===== src/rtl/ai_card_pipe.sv =====
// Card capture FIFO that re-issues each buffered word as a one-cycle strobe DELAY cycles after capture.
// Optional saturating drop counter output is enabled by defining AI_CARD_PIPE_DROP_CNT_EN.
module ai_card_pipe #(
  parameter int WIDTH = 8,
  parameter int DEPTH = 4,
  parameter int DELAY = 1
) (
  input  logic                       clk,
  input  logic                       rst,
  input  logic [WIDTH-1:0]           card_in,
  input  logic                       card_in_rdy,
  input  logic                       flush,
  input  logic                       ovf_clr,
  output logic [WIDTH-1:0]           card_out,
  output logic                       card_out_rdy,
  output logic [$clog2(DEPTH+1)-1:0] level,
  output logic                       ovf
`ifdef AI_CARD_PIPE_DROP_CNT_EN
  ,
  output logic [7:0]                 drop_cnt
`endif
);

  localparam int PW       = $clog2(DEPTH);
  localparam int LW       = $clog2(DEPTH+1);
  localparam int CW       = (DELAY > 2) ? $clog2(DELAY-1) : 1;
  localparam int CNT_INIT = (DELAY >= 2) ? DELAY-2 : 0;

  typedef enum logic {IDLE, WAIT} state_t;

  logic [WIDTH-1:0] mem [DEPTH];
  logic [PW-1:0]    wr_ptr, rd_ptr;
  state_t           state, state_nxt;
  logic [CW-1:0]    cnt, cnt_nxt;
  logic [WIDTH-1:0] hold, hold_nxt;
  logic [WIDTH-1:0] out_nxt;
  logic             rdy_nxt;
  logic             pop, push, drop, full, empty;

  assign full  = (level == LW'(DEPTH));
  assign empty = (level == '0);

  // A full FIFO still accepts a word when the head leaves on the same edge.
  assign push = card_in_rdy && !flush && (!full || pop);
  assign drop = card_in_rdy && !flush && full && !pop;

  always_comb begin
    state_nxt = state;
    cnt_nxt   = cnt;
    hold_nxt  = hold;
    out_nxt   = '0;
    rdy_nxt   = 1'b0;
    pop       = 1'b0;
    if (flush) begin
      state_nxt = IDLE;
      cnt_nxt   = '0;
      hold_nxt  = '0;
    end else begin
      case (state)
        IDLE: begin
          if (!empty) begin
            pop = 1'b1;
            if (DELAY == 1) begin
              out_nxt = mem[rd_ptr];
              rdy_nxt = 1'b1;
            end else begin
              hold_nxt  = mem[rd_ptr];
              cnt_nxt   = CW'(CNT_INIT);
              state_nxt = WAIT;
            end
          end
        end
        WAIT: begin
          if (cnt == '0) begin
            out_nxt   = hold;
            rdy_nxt   = 1'b1;
            state_nxt = IDLE;
          end else begin
            cnt_nxt = cnt - 1'b1;
          end
        end
        default: state_nxt = IDLE;
      endcase
    end
  end

  always_ff @(posedge clk or posedge rst) begin
    if (rst) begin
      state        <= IDLE;
      cnt          <= '0;
      hold         <= '0;
      card_out     <= '0;
      card_out_rdy <= 1'b0;
    end else begin
      state        <= state_nxt;
      cnt          <= cnt_nxt;
      hold         <= hold_nxt;
      card_out     <= out_nxt;
      card_out_rdy <= rdy_nxt;
    end
  end

  always_ff @(posedge clk) begin
    if (push) begin
      mem[wr_ptr] <= card_in;
    end
  end

  // Pointers are PW bits wide, so DEPTH being a power of two makes them wrap for free.
  always_ff @(posedge clk or posedge rst) begin
    if (rst) begin
      wr_ptr <= '0;
      rd_ptr <= '0;
      level  <= '0;
    end else if (flush) begin
      wr_ptr <= '0;
      rd_ptr <= '0;
      level  <= '0;
    end else begin
      if (push) begin
        wr_ptr <= wr_ptr + 1'b1;
      end
      if (pop) begin
        rd_ptr <= rd_ptr + 1'b1;
      end
      if (push && !pop) begin
        level <= level + 1'b1;
      end else if (pop && !push) begin
        level <= level - 1'b1;
      end
    end
  end

  always_ff @(posedge clk or posedge rst) begin
    if (rst) begin
      ovf <= 1'b0;
    end else if (drop) begin
      ovf <= 1'b1;
    end else if (ovf_clr) begin
      ovf <= 1'b0;
    end
  end

`ifdef AI_CARD_PIPE_DROP_CNT_EN
  // A drop on the same edge as a clear restarts the count at one.
  always_ff @(posedge clk or posedge rst) begin
    if (rst) begin
      drop_cnt <= '0;
    end else if (drop) begin
      if (ovf_clr) begin
        drop_cnt <= 8'd1;
      end else if (drop_cnt != 8'hFF) begin
        drop_cnt <= drop_cnt + 8'd1;
      end
    end else if (ovf_clr) begin
      drop_cnt <= '0;
    end
  end
`endif

endmodule


===== config.mk =====
export PLATFORM = sky130hd
export DESIGN_NAME = ai_card_pipe
export DESIGN_NICKNAME = d
export VERILOG_FILES = /design/src/rtl/ai_card_pipe.sv
export SDC_FILE = /design/constraint.sdc
export NUM_CORES = 1
export LEC_CHECK = 0
export BUFFER_PORTS_ARGS = -buffer_cell sky130_fd_sc_hd__buf_2
export CORE_MARGIN = 4
export CORE_UTILIZATION = 50
export CTS_CLUSTER_DIAMETER = 80
export DETAILED_ROUTE_END_ITERATION = 16
export GPL_TIMING_DRIVEN = 1
export MAX_ROUTING_LAYER = met4
export PLACE_DENSITY = 0.81
export SYNTH_ARGS = -nofsm -noshare
export SYNTH_HDL_FRONTEND = slang
export SYNTH_SLANG_ARGS = --single-unit

===== constraint.sdc =====
create_clock -name clk -period 2.8 [get_ports clk]
set_clock_uncertainty 0.2 [all_clocks]
set_input_delay 0.28 -clock clk [delete_from_list [all_inputs] [get_ports clk]]
set_output_delay 0.28 -clock clk [all_outputs]
set_load 0.005 [all_outputs]

Word-level counts from Yosys, hierarchy flattened

Memory sizes are Yosys's and may differ from the RTL's.
Cells that the tools add are included.

Bits in registers: 19
Latch bits: 0
RAM bits: 32
Bits in read-only memories: 0
Input port bits: 13
Output and inout port bits: 13
Word-level logic and storage cells: 59
Memories kept: 1

Memories:

| memory | depth | bits a word | rd ports | clocked after Yosys merged registers in | write ports | RTL line | RTL |
|---|---|---|---|---|---|---|---|
| mem    | 4     | 8           | 1        | 0                                       | 1           | 31       | `logic [WIDTH-1:0] mem [DEPTH];` |

Add/sub/neg operators: 5
Multiply operators: 0
Div/mod/pow operators: 0
Magnitude comparators: 0
Eq/ne operators: 2
Shifts and indexed selects: 0
Multiplexer cells: 26
Bitwise logic cells: 1
Reduce and logical (&&, ||, !) cells: 16

Operators with widths:

| cell                | number |
|---|---|
| $mux 8              | 2 |
| $pmux 8 s2          | 1 |
| $mux 1              | 14 |
| $mux 3              | 3 |
| $mux 2              | 4 |
| $logic_and 1x1->1   | 6 |
| $reduce_bool 2->1   | 3 |
| $add 2x1->2 const B | 2 |
| $logic_not 1->1     | 4 |
| $pmux 1 s2          | 2 |
| $add 3x1->3 const B | 1 |
| $eq 3x3->1 const B  | 1 |
| $logic_not 3->1     | 1 |
| $reduce_bool 3->1   | 1 |
| $sub 3x1->3 const B | 1 |
| $ne 2x2->1 const B  | 1 |
| $logic_or 1x1->1    | 1 |
| $not 1->1           | 1 |
| $sub 1x1->1 const B | 1 |

Longest topological paths before layout

Gate-level depths: netlist (run 1).

Depth after elaboration: 11
Gate-level depth with buffers: 7
Depth with buffers taken out: 6

Worst setup path after synthesis (run 1)

No wires, ideal clock.

Path type: input to register
From: input flush
To: register level[2]
Library setup time: 0.078 ns
Data arrival time: 1.579 ns
Required time: 2.522 ns
Path slack: 0.943 ns
Cell stages on the path: 7
Path buffers: 1
Cells stage by stage: clkbuf_1 nor2b_1 and2_1 fa_1 nor4b_1 a21oi_1 a21oi_1

Cells in the longest elaborated chain, start to end: 6
Elaborated cells on any way between the ends: 12
Those cells by class: 3 x mux; 9 x reduce/logical

RTL lines:

| element                                                      | RTL line | RTL |
|---|---|---|
| from (decl)                                                  | 12       | `input logic flush,` |
| $mux 1 / $logic_not 1->1 (equally long branches)             | 54, 44   |  |
| $logic_or 1x1->1 / $logic_and 1x1->1 (equally long branches) | 44       | `assign push = card_in_rdy && !flush && (!full \|\| pop);` |
| $logic_and 1x1->1                                            | 44       |  |
| $logic_and 1x1->1 / $logic_not 1->1 (equally long branches)  | 126, 128 |  |
| $mux 3 / $logic_and 1x1->1 (equally long branches)           | 126, 128 |  |
| $mux 3 / $reduce_bool 3->1 (equally long branches)           | --       |  |
| to (signal assigned)                                         | 127      | `level <= level + 1'b1;` |
| to (signal assigned)                                         | 129      | `level <= level - 1'b1;` |
| to (decl)                                                    | 16       | `output logic [$clog2(DEPTH+1)-1:0] level,` |

Several ways; a longest one is shown, not always the timed one.
A chain may end at the register's enable or synchronous reset.

Final worst setup path (run 1)

From: register level[2]
To: register level[1]

Cells in the longest elaborated chain, start to end: 9
Elaborated cells on any way between the ends: 15
Those cells by class: 1 x eq/ne; 5 x mux; 9 x reduce/logical

RTL lines:

| element                                                     | RTL line | RTL |
|---|---|---|
| $logic_not 3->1                                             | 41       | `assign empty = (level == '0);` |
| $mux 1                                                      | 61       | `if (!empty) begin` |
| $mux 1                                                      | 59       | `case (state)` |
| $mux 1                                                      | 54       | `if (flush) begin` |
| $logic_or 1x1->1                                            | 44       |  |
| $logic_and 1x1->1                                           | 44       |  |
| $logic_and 1x1->1 / $logic_not 1->1 (equally long branches) | 126, 128 |  |
| $mux 3 / $logic_and 1x1->1 (equally long branches)          | 126, 128 |  |
| $mux 3 / $reduce_bool 3->1 (equally long branches)          | --       |  |

Several ways; a longest one is shown, not always the timed one.

==> results of run 1 <==
## cell usage in the layout, fill, tap and decap left out
cell type	netlist	routed
mux4_2	8	8
buf_2	2	25
o31ai_1	1	1
xnor2_1	1	1
nand3_1	1	1
clkbuf_8	0	5
dlygate4sd3_1	0	10
a211o_1	1	1
fa_1	1	1
nor2b_1	2	2
nor2_1	6	6
inv_1	6	6
a21oi_1	4	4
mux2i_1	1	1
nand2b_1	1	1
o21ai_0	3	3
ha_1	4	4
edfxtp_1	32	32
nor3_1	1	1
dfrtp_1	17	17
or3_1	2	2
clkbuf_1	1	2
and2_1	13	13
clkinv_1	0	1
xor2_1	2	2
nor4b_1	1	1
## per-layer routing
| layer | up-vias | wire length [um] |
|---|---|---|
| li1 | 480 | - |
| met1 | 524 | 1220 |
| met2 | 24 | 1820 |
| met3 | 7 | 177 |
| met4 | 0 | 51 |
| met5 | - | 0 |
## sequential cells by signal (all words and copies together) (netlist names)
signal / flops
mem: 32
card_out: 8
level: 3
rd_ptr: 2
wr_ptr: 2
card_out_rdy: 1
ovf: 1
## cell type report
| class | instances | area [um2] | share of cell area |
|---|---|---|---|
| flip-flops and latches | 49 | 1390 | 0.612 |
| inverters | 6 | 22.5 | 0.00994 |
| multi-input cells | 53 | 492 | 0.217 |
| repair buffers | 35 | 225 | 0.0994 |
| well taps | 48 | 60.1 | 0.0265 |
| clock buffers | 7 | 76.3 | 0.0337 |
| clock inverters | 1 | 3.75 | 0.00166 |
## worst max-delay path by stage
stage / slack (ns) / to / depth (start not counted) / from
floorplan: 0.94 / level[2] / 7 / flush
global placement: 0.92 / level[1] / 6 / level[2]
detailed placement: 0.80 / level[1] / 6 / level[2]
CTS: 0.78 / level[1] / 6 / level[2]
global route: 0.61 / level[1] / 6 / level[2]
finish: 0.78 / level[1] / 6 / level[2]
## repair_timing
action                    CTS  global route
buffers inserted            0             0
hold buffers                9             1
hold endpoints to repair   43             4
gates resized for setup     0             0
## power by group through the flow
| stage | clock network (mW) | registers [mW] | logic, mW |
|---|---|---|---|
| finish | 0.380 | 0.946 | 0.354 |
| global route | 0.423 | 0.966 | 0.399 |
| CTS | 0.388 | 0.948 | 0.358 |
| detailed placement | 0 | 0.964 | 0.349 |
| global placement | 0 | 0.959 | 0.327 |
| floorplan | 0 | 0.915 | 0.278 |
## cells by family after synthesis
logic type,count (synthesis),synth area share
flip-flops,49,0.720
AO/OA/AOI/OAI,9,0.0266
adder cells (fa/ha/maj),5,0.0364
multiplexers,9,0.0988
buffers and inverters,10,0.0247
XOR/XNOR,3,0.0136
AND/OR/NAND/NOR,27,0.0799
## metrics by stage
| step | hold WS (ns) | setup WS (ns) |
|---|---|---|
| 3_5_place_dp | 0.210 | 0.797 |
| 5_1_grt | 0.0451 | 0.607 |
| 3_3_place_gp | 0.196 | 0.921 |
| 2_1_floorplan | 0.00607 | 0.943 |
| 6_report | 0.0560 | 0.777 |
| 4_1_cts | 0.00342 | 0.781 |
## critical path: stages, from the launching register on
cell     delay (ns)
dfrtp_1        0.45
nor3_1         0.35
and2_1         0.21
fa_1           0.42
inv_1          0.07
o21ai_0        0.08
a21oi_1        0.17
==> flow_metrics.env, run 1 <==
export IMPL_outcome="finished clean"
export IMPL_utilization=0.614
export IMPL_wl_per_cell_um=16.4
export IMPL_synth_ff_type="edfxtp_1"
export IMPL_std_cell_rows=22
export IMPL_drive_gt1_frac=0.252
export IMPL_min_path_cells=2
export IMPL_cts_made_buffers=5
export IMPL_crit_path_max_fanout=8
export IMPL_htree_num_levels=2
export IMPL_clk_pin_slew_ns=0.07
export IMPL_finalCritPeriodShare=0.723
export IMPL_io_pins=26
export IMPL_max_slew_margin=0.549
export IMPL_yosysMostFrequentCell="edfxtp_1"
export IMPL_dieArea_um2=4910
export IMPL_p_sw_mw=0.454
export IMPL_tightest_slew_ns=0.676
export IMPL_pwr_share_clk=0.226
export IMPL_yosys_register_bits=49
export IMPL_hold_path_class="input pin to register"
export IMPL_gp_congestion=0.750
export IMPL_synth_edff_count=32
export IMPL_postSynthCellCount=112
export IMPL_synthTopCellsByCount="edfxtp_1, dfrtp_1, and2_1"
export IMPL_grt_pass1_vias=1058
export IMPL_p_int_mw=1.23
export IMPL_p_total_mw=1.68
export IMPL_n_fill_cell=294
export IMPL_fin_crit_ns=2.02
export IMPL_grt_use_total=0.152
export IMPL_finalNetCount=168
export IMPL_syn_area_per_cell_um2=17.2
export IMPL_criticalPathCategory="register to register"
export IMPL_antenna_cells=0
export IMPL_crit_path_end_kind="register"
export IMPL_start_util=0.522
export IMPL_final_hold_viol_count=0
export IMPL_portBuffers=25
export IMPL_netlist_area_um2=1930
export IMPL_hpwl_um=2110
export IMPL_synth_async_reset_ratio=0.347
export IMPL_synthDistinctLibCells=24
export IMPL_postPlaceCellArea_um2=2090
export IMPL_ir_drop_v=0.000440
export IMPL_r2r_start="level[2]"
export IMPL_maxCapViolations=0
export IMPL_chipHeight_um=70.1
export IMPL_hp_start="flush"
export IMPL_fmax_mhz=494
export IMPL_p_seq_frac=0.563
export IMPL_ys_seq_area_frac=0.720
export IMPL_finalNonFillerCells=199
export IMPL_via_count=1035
export IMPL_final_area_um2=2270
export IMPL_rr_endpoint="level[1]"
export IMPL_grt_busiest_layer="met2"
export IMPL_area_growth_syn_to_layout_pct=17.7
export IMPL_rsz0062_at_grt="no"
export IMPL_use_met3=0.0547
export IMPL_synth_largest_area_cell="edfxtp_1"
export IMPL_cts_sink_count=49
export IMPL_tns_ns=0
export IMPL_powerDensity_nw_per_um2=742
export IMPL_setup_viol=0
export IMPL_rr_worst_depth=6
export IMPL_yosys_top_cells_area="edfxtp_1, dfrtp_1, mux4_2, and2_1, ha_1"
export IMPL_viasPerCell=5.20
export IMPL_clockBufferDepth=2
export IMPL_p_leak_nw=0.909
export IMPL_firstDrtPassIters=4
export IMPL_drtIter0Drc=113
export IMPL_dieWidth_um=70.1
export IMPL_synth_warnings=0
export IMPL_drv_slew=0
export IMPL_synth_nets=130
export IMPL_ant_nets=0
export IMPL_crit_arrival_ns=2.04
export IMPL_grt_ovfl_total=0
export IMPL_grt_use_met2=0.260
export IMPL_core_area_um2=3690
export IMPL_wl_um=3270
export IMPL_holdPathEnd="level[2]"
export IMPL_start_kind="register"
export IMPL_reg2reg_slack_ns=0.78
export IMPL_dp_cells=181
export IMPL_drc_errors=0
export IMPL_grt_max_degree=18
export IMPL_synth_top_area_frac=0.499
export IMPL_required_ns=2.82
export IMPL_p_sw_frac=0.270
export IMPL_combinationalPowerShare=0.211
export IMPL_grtUsageMet1=0.162
export IMPL_root_buffer="clkbuf_8"
export IMPL_grt_pass1_wl_um=5310
export IMPL_cts_tree="yes"
export IMPL_clk_latency_ns=0.30
export IMPL_antenna_found_initial=0
(Power assumes the default switching activity.)
==> run 2: changes to the inputs <==
ABC_AREA = 1   (was unset)
clock period = 1.9 ns   (was 2.8 ns; I/O delays follow)
==> run 2 against run 1 <==
Against the previous run: die area is 1.4% higher; utilization grew 2.9 points; cell area rose by 5.5%; register-to-register slack got worse by 0.57 ns; sequential share of layout area shrank 3.2 points.
==> flow_metrics.env, run 2 <==
export IMPL_outcome="finished clean"
export IMPL_required_ns=1.93
export IMPL_wl_per_cell_um=13.5
export IMPL_seqCellArea_um2=1390
export IMPL_cts_hold_buf=12
export IMPL_portBuffers=25
export IMPL_rr_endpoint="level[1]"
export IMPL_htree_num_levels=2
export IMPL_clk_pin_slew_ns=0.09
export IMPL_root_buffer="clkbuf_8"
export IMPL_grt_pass1_wl_um=5880
export IMPL_ys_seq_area_frac=0.708
export IMPL_max_slew_margin=0.565
export IMPL_synth_largest_area_cell="edfxtp_1"
export IMPL_synthTopCellsByCount="nor2_1, edfxtp_1, o21ai_0"
export IMPL_tightest_slew_ns=0.652
export IMPL_area_growth_syn_to_layout_pct=22.2
export IMPL_cts_resized=0
export IMPL_grt_pass1_vias=1273
export IMPL_netlist_area_um2=1960
export IMPL_ir_drop_v=0.000565
export IMPL_cts_tree="yes"
export IMPL_synth_async_reset_ratio=0.347
export IMPL_reg2reg_slack_ns=0.21
export IMPL_grt_max_degree=19
export IMPL_n_fill_cell=292
export IMPL_via_count=1278
export IMPL_drv_slew=0
export IMPL_io_pins=26
export IMPL_powerDensity_nw_per_um2=1220
export IMPL_synth_nets=184
export IMPL_antenna_cells=0
export IMPL_yosys_top_cells_area="edfxtp_1, dfrtp_1, nor2_1, o21ai_0, inv_1"
export IMPL_gp_congestion=0.784
export IMPL_postSynthCellCount=166
export IMPL_synthDistinctLibCells=21
export IMPL_yosysMostFrequentCell="nor2_1"
export IMPL_finalNetCount=230
export IMPL_synth_ff_type="edfxtp_1"
export IMPL_drtIter0Drc=109
export IMPL_grt_ovfl_total=0
export IMPL_mostFrequentLayoutCells="nor2_1, edfxtp_1, buf_2, o21ai_0"
export IMPL_holdWs_ns=0.294
export IMPL_hold_path_class="register to register"
export IMPL_cts_sink_count=49
export IMPL_hpwl_um=2280
export IMPL_dieWidth_um=70.6
export IMPL_drive_gt1_frac=0.202
export IMPL_largest_reg_flops=32
export IMPL_drc_errors=0
export IMPL_crit_start="flush"
export IMPL_core_area_um2=3720
export IMPL_synth_warnings=0
export IMPL_crit_path_end_kind="register"
export IMPL_synth_top_area_frac=0.491
export IMPL_chipHeight_um=70.6
export IMPL_mostFrequentLayoutCell="nor2_1"
export IMPL_setup_viol=0
export IMPL_start_util=0.527
export IMPL_top_register="mem"
export IMPL_clk_latency_ns=0.30
export IMPL_finalCritPeriodShare=0.973
export IMPL_cts_made_buffers=5
export IMPL_viasPerCell=4.90
export IMPL_maxCapViolations=0
export IMPL_ant_nets=0
export IMPL_wl_um=3540
export IMPL_tns_ns=0
export IMPL_post_cts_buffers=0
export IMPL_synth_edff_count=32
export IMPL_syn_area_per_cell_um2=11.8
export IMPL_crit_path_max_fanout=6
export IMPL_fin_crit_ns=1.85
export IMPL_reg_top3="mem (32), card_out (8), level (3)"
export IMPL_dieArea_um2=4980
export IMPL_rsz0062_at_grt="no"
export IMPL_crit_arrival_ns=1.88
export IMPL_p_leak_nw=1.02
export IMPL_final_hold_viol_count=0
export IMPL_rr_worst_depth=7
export IMPL_std_cell_rows=22
export IMPL_critical_path_endpoint="level[1]"
export IMPL_grt_use_total=0.160
export IMPL_start_kind="input pin"
export IMPL_antenna_found_initial=0
export IMPL_clockBufferDepth=2
export IMPL_multi_input_area_um2=472
export IMPL_r2r_start="level[2]"
export IMPL_fmax_mhz=541
export IMPL_criticalPathCategory="input pin to register"
export IMPL_firstDrtPassIters=4
export IMPL_yosys_register_bits=49
run 2: changes by cell type after synthesis, sizes merged, moves of 2 or more:
cell / change
nor2: +41
a21oi: +5
o21ai: +15
inv: +12
nor2b: -2
nor3: +2
mux4: -8
and2: -13
or3: -2
nand2: +8
xor2: -2
run 2: worst min-delay path by stage:
stage	start	end	slack, ns	cells after the start
6_report	ovf	ovf	0.29	2
5_1_grt	ovf	ovf	0.34	2
4_1_cts	ovf	ovf	0.30	2
3_5_place_dp	rst	card_out[3]	0.12	2
3_3_place_gp	rst	card_out[0]	0.11	2
2_1_floorplan	rst	card_out[0]	-0.08	1
run 2: kinds of logic after synthesis:
group                      count (synthesis)  synth area share
AOI/OAI and AO/OA                         28            0.0755
buffers and inverters                     23            0.0505
and+or+nand+nor                           61             0.130
adders and majority gates                  5            0.0358
DFF                                       49             0.708
run 2: worst max-delay path, cell delays in order:
cell and delay [ns]:
dlygate4sd3_1 0.54, buf_2 0.18, nor2_4 0.18, nand3_2 0.13
inv_1 0.09, fa_1 0.40, inv_1 0.06, nand2_1 0.04
o21ai_0 0.07
run 2: layout make-up:
| class | count | area share |
|---|---|---|
| sequential | 49 | 0.580 |
| multi-input combinational | 94 | 0.197 |
| timing repair buffer | 43 | 0.121 |
| clock buffer | 6 | 0.0304 |
| inverter | 19 | 0.0298 |
| tap | 48 | 0.0251 |
| clock inverter | 2 | 0.0162 |
run 2: power by group:
group	switching [mW]	total, mW	internal [mW]
Combinational	0.504	0.814	0.310
Sequential	0.0851	1.37	1.28
Clock	0.339	0.734	0.395
run 2: routing by layer:
layer,global-route usage,part of all wire
met4,0.0501,0.012
met2,0.275,0.53
met3,0.0469,0.044
met5,-,0
met1,0.181,0.42
run 2: through the flow:
step | power, mW | worst slack [ns] | util | instance area, um2 | cells
after floorplan | 1.91 | 0.306 | - | 1960 | 166
after global placement | 2.15 | 0.325 | 0.581 | 2160 | 241
after detailed placement | 2.18 | 0.262 | 0.581 | 2160 | 241
after CTS | 2.93 | 0.0789 | 0.643 | 2390 | 261
after global routing | 3.09 | 0.00275 | 0.643 | 2390 | 261
final | 2.91 | 0.0509 | 0.643 | 2390 | 261
==> run 3: changes to the inputs <==
ABC_AREA = 0   (was 1)
GPL_ROUTABILITY_DRIVEN = 0   (was unset)
==> run 3 against run 2 <==
Against the previous run: fmax is 1.1% higher; largest power group unchanged; critical endpoint unchanged; highest routed layer unchanged; register-to-register slack worse by 0.14 ns; non-clock buffer count is 3 higher; combinational power is 8.8% lower.
==> flow_metrics.env, run 3 (same netlist as run 1, synthesis figures left out) <==
export IMPL_cts_sink_count=49
export IMPL_min_path_cells=3
export IMPL_reg_top3="mem (32), card_out (8), level (3)"
export IMPL_utilization=0.652
export IMPL_antenna_found_initial=0
export IMPL_firstDrtPassIters=4
export IMPL_fin_ws_ns=0.0710
export IMPL_combinationalPowerShare=0.263
export IMPL_outcome="finished clean"
export IMPL_start_util=0.522
export IMPL_area_growth_syn_to_layout_pct=25.0
export IMPL_path_depth=6
export IMPL_core_area_um2=3690
export IMPL_htree_num_levels=2
export IMPL_hpwl_um=2060
export IMPL_fin_crit_ns=1.83
export IMPL_rsz0062_at_grt="no"
export IMPL_criticalPathCategory="register to register"
export IMPL_finalNonFillerCells=210
export IMPL_fmax_mhz=547
export IMPL_preCtsSetupSlack_ns=-0.0170
export IMPL_std_cell_rows=22
export IMPL_wl_um=3100
export IMPL_crit_arrival_ns=1.84
export IMPL_ant_nets=0
export IMPL_cpMaxStageDelayCell="fa_1"
export IMPL_grt_pass1_wl_um=5260
export IMPL_max_slew_margin=0.547
export IMPL_ir_drop_v=0.000548
export IMPL_cp_num_buf_inv=1
export IMPL_dp_cells=189
export IMPL_grt_use_total=0.148
export IMPL_dieArea_um2=4910
export IMPL_cp_top_family="adder cells"
export IMPL_chipHeight_um=70.1
export IMPL_io_pins=26
export IMPL_p_total_mw=2.82
export IMPL_top_register="mem"
export IMPL_drc_errors=0
export IMPL_clk_pin_slew_ns=0.08
export IMPL_clk_latency_ns=0.29
export IMPL_cts_made_buffers=5
export IMPL_final_hold_viol_count=0
export IMPL_drive_gt1_frac=0.346
export IMPL_grt_max_degree=18
export IMPL_setup_viol=0
export IMPL_p_int_mw=2.10
export IMPL_drtIter0Drc=39
export IMPL_dieWidth_um=70.1
export IMPL_crit_path_max_incr_delay_ns=0.45
export IMPL_largest_reg_flops=32
export IMPL_mostFrequentLayoutCells="edfxtp_1, buf_2, dfrtp_1, and2_1, buf_4"
export IMPL_drv_slew=0
export IMPL_finalNetCount=179
export IMPL_wl_per_cell_um=14.8
export IMPL_path_cells="nor3_4 > and2_4 > fa_1 > inv_2 > nand3_1 > a21oi_1"
export IMPL_crit_path_end_kind="register"
export IMPL_portBuffers=25
export IMPL_p_sw_mw=0.722
export IMPL_finalCritPeriodShare=0.963
export IMPL_via_count=1080
export IMPL_viasPerCell=5.14
export IMPL_maxCapViolations=0
export IMPL_p_seq_frac=0.475
export IMPL_tightest_slew_ns=0.678
export IMPL_required_ns=1.92
export IMPL_pwr_share_clk=0.262
export IMPL_cts_tree="yes"
export IMPL_holdWs_ns=0.00804
export IMPL_rr_worst_depth=6
export IMPL_p_sw_frac=0.256
export IMPL_root_buffer="clkbuf_8"
export IMPL_grt_pass1_vias=1101
export IMPL_mostFrequentLayoutCell="edfxtp_1"
export IMPL_antenna_cells=0
export IMPL_hold_path_class="input pin to register"
export IMPL_crit_path_max_fanout=3
export IMPL_grt_ovfl_total=0
export IMPL_powerDensity_nw_per_um2=1170
export IMPL_clockBufferDepth=2
export IMPL_p_leak_nw=0.987
export IMPL_start_kind="register"
==> run 3: cell types whose count changed in the layout (fill, tap and decap cells not counted), moves of 3 or more <==
cell     change
nor3_1       -3
a21oi_1      -4
buf_4        +5
mux4_2       +8
nor2_1      -39
inv_1       -12
o21ai_0     -16
and2_1      +12
nand2_1      -8
==> run 3: worst paths after layout <==
check,start,endpoint,slack (ns)
max,level[1],level[1],0.07
min in group asynchronous,rst,card_out[7],0.33
min reg2reg,ovf,ovf,0.33
min,flush,level[2],0.008
max in group asynchronous,rst,level[1],0.69
max reg2reg,level[1],level[1],0.07
==> run 3: power groups by stage <==
stage                     combinational (mW)  sequential [mW]  clock [mW]
after CTS                              0.682             1.34       0.748
after global placement                 0.621             1.35           0
after floorplan                        0.410             1.35           0
final                                  0.742             1.34       0.740
after global routing                   0.823             1.35       0.802
after detailed placement               0.658             1.36           0
==> run 3: timing repair <==
action                                 in CTS  in global routing
setup endpoints to repair                   1                  2
endpoints found under the hold margin      50                  0
hold buffers                               10                  0
setup buffers                               0                  3
pin swaps                                   0                  3
cloned                                      0                  0
resized for setup                           1                  6
==> run 3: per-stage QoR <==
step | setup TNS, ns | cell area, um2
2_1_floorplan | 0 | 1930
3_3_place_gp | 0 | 2150
3_5_place_dp | -0.0170 | 2150
4_1_cts | 0 | 2370
5_1_grt | 0 | 2410
6_report | 0 | 2410
==> run 3: area by class of cell <==
| class | count | area (um2) |
|---|---|---|
| Clock inverter | 1 | 30.0 |
| Tap cell | 48 | 60.1 |
| Sequential cell | 49 | 1390 |
| Clock buffer | 7 | 86.3 |
| Timing Repair Buffer | 46 | 308 |
| Multi-Input combinational cell | 53 | 512 |
| Fill cell | 247 | 1280 |
| Inverter | 6 | 22.5 |
==> run 3: layer usage <==
layer / share of wire / vias up / global-route usage
li1: - / 503 / -
met3: 0.042 / 8 / 0.0417
met1: 0.40 / 546 / 0.159
met4: 0.025 / 0 / 0.0766
met2: 0.54 / 23 / 0.248
met5: 0 / - / -
==> run 3: tightest hold or removal path, stage by stage <==
cell     delay (ns)
buf_2          0.09
buf_4          0.14
a21oi_1        0.04
